==> src/rtl/data_mem_pkg.sv <==
// Shared CPU constants: data memory state encoding and defaults, plus
// reservation-station sizing used by the issue logic.
package data_mem_pkg;

    localparam int unsigned WORD_W      = 16;
    localparam int unsigned MEM_AW_DEF  = 8;
    localparam int unsigned MEM_LAT_DEF = 3;
    localparam int unsigned MEM_CNT_W   = 4;
    localparam int unsigned STATE_W     = 3;

    localparam logic [STATE_W-1:0] ST_IDLE       = 3'd0;
    localparam logic [STATE_W-1:0] ST_LOAD_WAIT  = 3'd1;
    localparam logic [STATE_W-1:0] ST_STORE_WAIT = 3'd2;
    localparam logic [STATE_W-1:0] ST_LOAD_RESP  = 3'd3;
    localparam logic [STATE_W-1:0] ST_STORE_RESP = 3'd4;

    // Reservation-station sizing shared with the load/store issue stage.
    localparam int unsigned RS_ENTRIES = 4;
    localparam int unsigned RS_TAG_W   = 2;

    // Latency counter preload: LAT-1 remaining wait cycles after acceptance.
    function automatic logic [MEM_CNT_W-1:0] lat_preload(input int unsigned lat);
        return MEM_CNT_W'(lat - 1);
    endfunction

endpackage

==> src/rtl/mem_array_1rw.sv <==
// Single-port word array: synchronous write, registered read that returns
// zero in any cycle without a read, so the read register can drive a bus.
module mem_array_1rw
    import data_mem_pkg::*;
#(
    parameter int unsigned AW = MEM_AW_DEF,
    parameter int unsigned DW = WORD_W
) (
    input  logic          clk,
    input  logic          rst_n,
    input  logic          en,
    input  logic          we,
    input  logic [AW-1:0] addr,
    input  logic [DW-1:0] wdata,
    output logic [DW-1:0] rdata
);

    localparam int unsigned DEPTH = 1 << AW;

    logic [DW-1:0] mem [0:DEPTH-1];

    // Storage is deliberately left out of reset.
    always_ff @(posedge clk) begin
        if (en && we) begin
            mem[addr] <= wdata;
        end
    end

    always_ff @(posedge clk or negedge rst_n) begin
        if (!rst_n) begin
            rdata <= '0;
        end else if (en && !we) begin
            rdata <= mem[addr];
        end else begin
            rdata <= '0;
        end
    end

endmodule

==> src/rtl/data_mem.sv <==
// Fixed-latency data memory: one load or store outstanding, load priority,
// single-cycle response pulses on memReady/storeDone.
module data_mem
    import data_mem_pkg::*;
#(
    parameter int unsigned AW  = MEM_AW_DEF,
    parameter int unsigned LAT = MEM_LAT_DEF
) (
    input  logic        clk,
    input  logic        rst_n,
    input  logic        loadMem,
    input  logic [15:0] memAddr,
    output logic        memReady,
    output logic [15:0] memOut,
    input  logic        storeMem,
    input  logic [15:0] storeAddr,
    input  logic [15:0] storeData,
    output logic        storeDone,
    output logic        busy
);

    localparam int unsigned CW       = MEM_CNT_W;
    localparam logic [CW-1:0] CNT_INIT = lat_preload(LAT);
    localparam bit LAT_ONE           = (LAT == 1);

    logic [STATE_W-1:0] state;
    logic [STATE_W-1:0] state_nxt;
    logic [CW-1:0]      cnt;
    logic [CW-1:0]      cnt_nxt;
    logic [AW-1:0]      addr_q;
    logic [AW-1:0]      addr_nxt;
    logic [WORD_W-1:0]  data_q;
    logic [WORD_W-1:0]  data_nxt;
    logic               ready_nxt;
    logic               done_nxt;
    logic               busy_nxt;
    logic               arr_en_c;
    logic               arr_we_c;

    // Next-state, capture and response decode.
    always_comb begin
        state_nxt = state;
        cnt_nxt   = cnt;
        addr_nxt  = addr_q;
        data_nxt  = data_q;

        case (state)
            ST_IDLE: begin
                if (loadMem) begin
                    addr_nxt  = memAddr[AW-1:0];
                    cnt_nxt   = CNT_INIT;
                    state_nxt = LAT_ONE ? ST_LOAD_RESP : ST_LOAD_WAIT;
                end else if (storeMem) begin
                    addr_nxt  = storeAddr[AW-1:0];
                    data_nxt  = storeData;
                    cnt_nxt   = CNT_INIT;
                    state_nxt = LAT_ONE ? ST_STORE_RESP : ST_STORE_WAIT;
                end
            end
            ST_LOAD_WAIT: begin
                cnt_nxt = cnt - CW'(1);
                if (cnt <= CW'(1)) begin
                    cnt_nxt   = '0;
                    state_nxt = ST_LOAD_RESP;
                end
            end
            ST_STORE_WAIT: begin
                cnt_nxt = cnt - CW'(1);
                if (cnt <= CW'(1)) begin
                    cnt_nxt   = '0;
                    state_nxt = ST_STORE_RESP;
                end
            end
            ST_LOAD_RESP: begin
                state_nxt = ST_IDLE;
            end
            ST_STORE_RESP: begin
                state_nxt = ST_IDLE;
            end
            default: begin
                state_nxt = ST_IDLE;
                cnt_nxt   = '0;
            end
        endcase

        ready_nxt = (state_nxt == ST_LOAD_RESP);
        done_nxt  = (state_nxt == ST_STORE_RESP);
        busy_nxt  = (state_nxt != ST_IDLE);
    end

    // The array is touched only on the edge entering a RESP state; a reset
    // in flight must not let that edge write.
    always_comb begin
        arr_en_c = rst_n && (ready_nxt || done_nxt);
        arr_we_c = rst_n && done_nxt;
    end

    always_ff @(posedge clk or negedge rst_n) begin
        if (!rst_n) begin
            state     <= ST_IDLE;
            cnt       <= '0;
            addr_q    <= '0;
            data_q    <= '0;
            memReady  <= 1'b0;
            storeDone <= 1'b0;
            busy      <= 1'b0;
        end else begin
            state     <= state_nxt;
            cnt       <= cnt_nxt;
            addr_q    <= addr_nxt;
            data_q    <= data_nxt;
            memReady  <= ready_nxt;
            storeDone <= done_nxt;
            busy      <= busy_nxt;
        end
    end

    // memOut is the array read register, which is zero outside a load response.
    mem_array_1rw #(
        .AW (AW),
        .DW (WORD_W)
    ) u_array (
        .clk   (clk),
        .rst_n (rst_n),
        .en    (arr_en_c),
        .we    (arr_we_c),
        .addr  (addr_nxt),
        .wdata (data_nxt),
        .rdata (memOut)
    );

    if (AW < 16) begin : g_hi_addr
        logic unused_hi_addr;
        assign unused_hi_addr = ^{memAddr[15:AW], storeAddr[15:AW]};
    end

endmodule

==> config.mk <==
export PLATFORM = sky130hd
export DESIGN_NAME = data_mem
export DESIGN_NICKNAME = d
export VERILOG_FILES = /design/src/rtl/data_mem_pkg.sv /design/src/rtl/mem_array_1rw.sv /design/src/rtl/data_mem.sv
export SDC_FILE = /design/constraint.sdc
export NUM_CORES = 2
export LEC_CHECK = 0
export BUFFER_PORTS_ARGS = -buffer_cell sky130_fd_sc_hd__buf_2
export CAP_MARGIN = 25
export CORE_ASPECT_RATIO = 1.75
export CORE_MARGIN = 1
export CORE_UTILIZATION = 36
export DETAILED_ROUTE_END_ITERATION = 10
export GPL_TIMING_DRIVEN = 0
export MAX_ROUTING_LAYER = met4
export PLACE_DENSITY = 0.5
export SETUP_SLACK_MARGIN = 0.5
export SLEW_MARGIN = 20
export SYNTH_ARGS = -nofsm -noshare
export SYNTH_HDL_FRONTEND = slang
export SYNTH_HIERARCHICAL = 1
export SYNTH_SLANG_ARGS = --single-unit
==> constraint.sdc <==
create_clock -name clk -period 5.6 [get_ports clk]
set_input_delay 0.84 -clock clk [delete_from_list [all_inputs] [get_ports clk]]
set_output_delay 0.84 -clock clk [all_outputs]
set_load 0.02 [all_outputs]
# Word level (Yosys, flattened, before mapping)
# Memory sizes are Yosys's and may differ from the RTL's.
# Cells that the tools add are included.
# W data, S select, Z words.
# totals
ff_bits,50
mem_bits_rw,4096
inputBits,52
out_inout_bits,19
elab_cells,48
mem_count,1
# op_classes
add_sub_neg,1
magnitude_cmp,1
n_eq_ne,7
mux,18
bitwise_logic,1
reduce_logical,11
# memory_table
name,words,word_bits,rd,rd_clocked_by_memory_dff,write_ports,line_no,text
u_array.mem,256,16,1,0,1,mem_array_1rw.sv:20,logic [DW-1:0] mem [0:DEPTH-1];
# ops
operator,count
$mux W16,4
$mux W8,3
$mux W3,4
$mux W4,3
$pmux W4 S3,1
$eq A3 B2 Y1 const B,3
$pmux W3 S3,1
$eq A3 B3 Y1 const B,2
$le A4 B1 Y1 const B,1
$logic_and A1 B1 Y1,4
$reduce_or A2 Y1,2
$sub A4 B1 Y4 const B,1
$eq A3 B1 Y1 const B,1
$logic_not A3 Y1,1
$ne A3 B3 Y1 const B,1
$reduce_bool A3 Y1,1
$mux W1,2
$reduce_and A2 Y1,1
$logic_not A1 Y1,1
$logic_or A1 B1 Y1,1
$not A1 Y1,1

# Longest topological paths before layout
# logic_depth
depth_word,9
mapped_depth,17
mapped_depth_nobuf,11

# Modules after synthesis
# Netlist, hierarchy kept.
# modules_own_cells
module,instances,cells_each,area_per_inst_um2
mem_array_1rw,1,7801,157621.2
data_mem,1,136,1599.0

# Worst setup path after synthesis
# No wires, ideal clock.
# synth_path
path_type,input-to-reg
from,input port storeMem
to,memory u_array/mem[169][0] (netlist bit) (enable)
arrival_ns,3.804
path_slack_ns,1.407
path_stages,12
n_path_buf,7
cell_sequence,clkbuf_1 > a31oi_1 > o21ai_0 > buf_2 > buf_2 > buf_2 > buf_4 > buf_4 > nor2b_1 > nand2_1 > clkbuf_1 > nor2_1
# synth_via
word_cells_on_any_way,14
classes_between,2 x eq/ne; 8 x mux; 4 x reduce/logical
# synth_rtl
item,line_no,text
start: declaration,data_mem.sv:15,"input logic storeMem,"
$mux W8,data_mem.sv:53,end else if (storeMem) begin
$mux W8,data_mem.sv:49,if (loadMem) begin
$mux W8,data_mem.sv:47,case (state)
named net addr_nxt[3],data_mem.sv:31,logic [AW-1:0] addr_nxt;
end: declaration,mem_array_1rw.sv:20,
# The timed path passes the listed nets, and every way through them passes these cells.

# Worst setup path in the final report
# layout_path
from,register state[0]
to,register u_array.rdata[4]
# layout_via
word_cells_on_any_way,18
classes_between,4 x eq/ne; 7 x mux; 6 x reduce/logical; 1 x memory
# layout_rtl
item,line_no,text
start: declaration,data_mem.sv:26,logic [STATE_W-1:0] state;
start signal: assignment,data_mem.sv:108,state <= state_nxt;
$logic_not A3 Y1,data_mem.sv:47,
$mux W8,data_mem.sv:47,
named net addr_nxt[0],data_mem.sv:31,
$mem_v2 Z256 W16,-,
$mux W16,mem_array_1rw.sv:32,end else if (en && !we) begin
end signal: assignment,mem_array_1rw.sv:33,rdata <= mem[addr];
end: declaration,mem_array_1rw.sv:15,output logic [DW-1:0] rdata
# The timed path passes the listed nets, and every way through them passes these cells.
# A chain may end at the register's enable or synchronous reset.

==> results_dict.tcl <==
set metrics [dict create \
    cp-start-kind "flip-flop" \
    register_area_mm2 0.1242 \
    cts_sinks 4146 \
    avgSynthCellArea_um2 20.06 \
    gr-usage-all-layers_pct 24.03 \
    drc 42 \
    synth_seq_cells 4146 \
    synth_nets 7991 \
    drtIter0Drc 7267 \
    setup_viol 0 \
    clock_latency_ns 0.97 \
    initial_core_util_pct 36.19 \
    multiInputGateArea_mm2 0.03531 \
    worstSetupPathType "flip-flop to flip-flop" \
    cts_root_buf "clkbuf_16" \
    dp_hpwl_um 380900 \
    arrival_ns 5.95 \
    cp-end-kind "flip-flop" \
    io_pins 71 \
    io_buffers 54 \
    max_freq_mhz 192.6 \
    vdd_drop_max_mv 0.4091 \
    fp-row-count 322 \
    fin_area_mm2 0.1884 \
    synth_flop_cell "edfxtp_1" \
    hold_viol_final 0 \
    grt_pass1_vias 85590 \
    synth_cell_type_count 51 \
    cp.required_ns 6.36 \
    finalCriticalPeriod_ns 5.192 \
    ant_nets 0 \
    yosysSeqAreaShare_pct 78.04 \
    wl_per_cell_um 35.15 \
    relSlewSlack_pct 26.77 \
    fillCellCount 38250 \
    ys_warn_count 6 \
    dpl-instance-area_mm2 0.1728 \
    violations "design-rule violations" \
    power_density_mw_per_mm2 583.9 \
    hold_slack_ns 0.1327 \
    synth_async_sr_flop_share_pct 1.206 \
    period_share_pct 92.72 \
    rrSetupSlack_ns 0.41 \
    grt_max_degree 123 \
    vias_per_cell 5.521 \
    skew_ns 0.04761 \
    cap_violations 0 \
    grt_pass1_wl_um 711000 \
    dieArea_mm2 0.4450 \
    tightestPinTransition_ns 1.087 \
    clk_pin_slew_ns 0.07 \
    synth_edf_count 4096 \
    drive_gt1_share_pct 25.16 \
    core_area_mm2 0.4400 \
    status "finished with violations" \
    combinationalPowerShare_pct 40.0 \
    numCtsBuffers 387 \
    p_sw_mw 41.67 \
    via_count 82460 \
    synthCells 7937 \
    wirelength_um 525000 \
    die_h_um 881.8 \
    antenna_found_initial 29 \
    power_frac_clock_pct 24.2 \
    cp_max_fo 10 \
    syn_area_mm2 0.1592 \
    layout.nets 8831 \
    dr.pass1.iters 9 \
    hold_class "input port to flip-flop" \
    rsz0062_at_grt "yes" \
    cts_max_level 5 \
    slew_viol_final 0 \
    syn_to_final_growth_pct 18.33 \
    swShare_pct 37.87 \
    routabilityCongestion 0.9894 \
    gr-total-overflow 0 \
    internal-power_mw 68.35 \
    clk_path_buf_depth 4 \
    cts_tree "done" \
    fp.dieW_um 504.7 \
    pwr-share-seq_pct 35.8 \
    p_leak_nw 60.70 \
]
## synthesized netlist by cell type, types with 23 or more instances
master / number / area [um^2]
o21ai_1: 38 / 190.2
a22oi_1: 201 / 1509
mux4_2: 483 / 10880
o22ai_1: 256 / 1602
nand2b_1: 132 / 825.8
nand4_1: 50 / 312.8
nor3_1: 27 / 135.1
a221oi_1: 77 / 674.4
clkbuf_1: 233 / 874.6
nand3_1: 90 / 450.4
a21oi_1: 67 / 335.3
edfxtp_1: 4096 / 123000
nor4_1: 64 / 400.4
mux2i_1: 1084 / 10850
nand2_1: 67 / 251.5
o21ai_0: 134 / 670.6
dfrtp_1: 50 / 1251
buf_1: 23 / 86.33
buf_2: 142 / 710.7
buf_4: 54 / 405.4
nor2_1: 272 / 1021
a221o_1: 143 / 1431
## final timing paths
check | start | endpoint | depth (start not counted)
setup reg to reg | state[0]$_DFF_PN0_ | u_array/rdata[4]$_DFF_PN0_ | 13
hold / removal | memAddr[2] | addr_q[2]$_DFF_PN0_ | 3
min in group asynchronous | rst_n | u_array/rdata[2]$_DFF_PN0_ | 3
setup / recovery | state[0]$_DFF_PN0_ | u_array/rdata[4]$_DFF_PN0_ | 13
max in group asynchronous | rst_n | cnt[0]$_DFFE_PN0P_ | 3
hold reg to reg | addr_q[2]$_DFF_PN0_ | addr_q[2]$_DFF_PN0_ | 2
## through the flow
stage               TNS (ns)  util [%]  power, mW  std cells  worst slack, ns
CTS                        0     42.59      110.0      14890           0.1208
detailed placement  -4758.55     39.29      82.37      14150           -2.088
finish                     0     42.83      110.0      14930           0.4078
floorplan                  0         -      61.78       7937            1.407
global placement           -     37.91      80.64      13820           -3.868
global route               0     42.82      112.5      14920           0.3342
## state kept, by name (all words and copies together), names as in the netlist
signal         flops
u_array/mem     4096
state              3
storeDone          1
busy               1
cnt                4
data_q            16
memReady           1
addr_q             8
u_array/rdata     16
## per-layer routing
metal	up-vias	global-route usage (%)	part of all wire, %
met5	-	-	0
met3	1050	3.131	4.6
met2	2752	43.72	54
li1	34600	-	-
met4	0	17.77	8.8
met1	44060	23.17	32
## cell usage in the layout (no fill, tap or decap), types with 67 or more instances in the layout
master and count:
edfxtp_1 4096, mux2i_1 1082, mux4_2 483, clkbuf_16 398
o22ai_1 255, buf_6 230, clkbuf_1 195, a22oi_1 181
buf_4 162, nor2_2 159, a221o_1 143, nand2b_1 132
buf_2 122, nor2_4 104, nand3_1 87, clkinv_1 81
a221oi_1 77, clkbuf_2 68, clkinv_2 68, o21ai_1 67
a21oi_1 67
## kinds of logic after synthesis
group	synth area share, %
flip-flops	78.04
multiplexers	13.78
AO/OA/AOI/OAI	4.247
AND/OR/NAND/NOR	2.474
buffers and inverters	1.441
adder cells (fa/ha/maj)	0.01571
XOR/XNOR	0.005502
## final cells by class
cell class | instances | share of cell area (%)
Clock buffer | 462 | 5.419
Inverter | 4 | 0.009961
Sequential cell | 4146 | 65.95
Clock inverter | 231 | 1.219
Antenna cell | 21 | 0.02789
Multi-Input combinational cell | 3317 | 18.74
Timing Repair Buffer | 451 | 3.091
Buffer | 470 | 1.676
Tap cell | 5832 | 3.873
## worst max-delay path, cell delays in order, from the launching register on
cell and delay (ns):
dfrtp_1 0.45, nor3_4 0.22, buf_4 0.20, a31oi_1 0.14, o21ai_4 0.36, buf_8 0.27
buf_12 0.25, buf_12 0.24, buf_4 0.41, mux4_2 0.57, a22oi_1 0.20, nand4_1 0.57
o21ai_0 0.59, o211ai_1 0.32
## power by group through the flow
stage / registers, mW / clock network [mW] / logic, mW
after floorplan: 40.4 / 0 / 21.4
after global placement: 41.3 / 0 / 39.4
after detailed placement: 40.0 / 0 / 42.3
after CTS: 39.4 / 27.1 / 43.5
after global routing: 39.4 / 28.1 / 45.1
final: 39.4 / 26.6 / 44.0
## what timing repair did
action                                  in CTS  in global routing
resized for setup                          396                260
buffers inserted                            46                 22
endpoints found under the hold margin       17                  0
endpoints found under the setup margin    4107               2354
pin swaps                                   54                 53
hold buffers                                 2                  0
(Power assumes the default switching activity.)
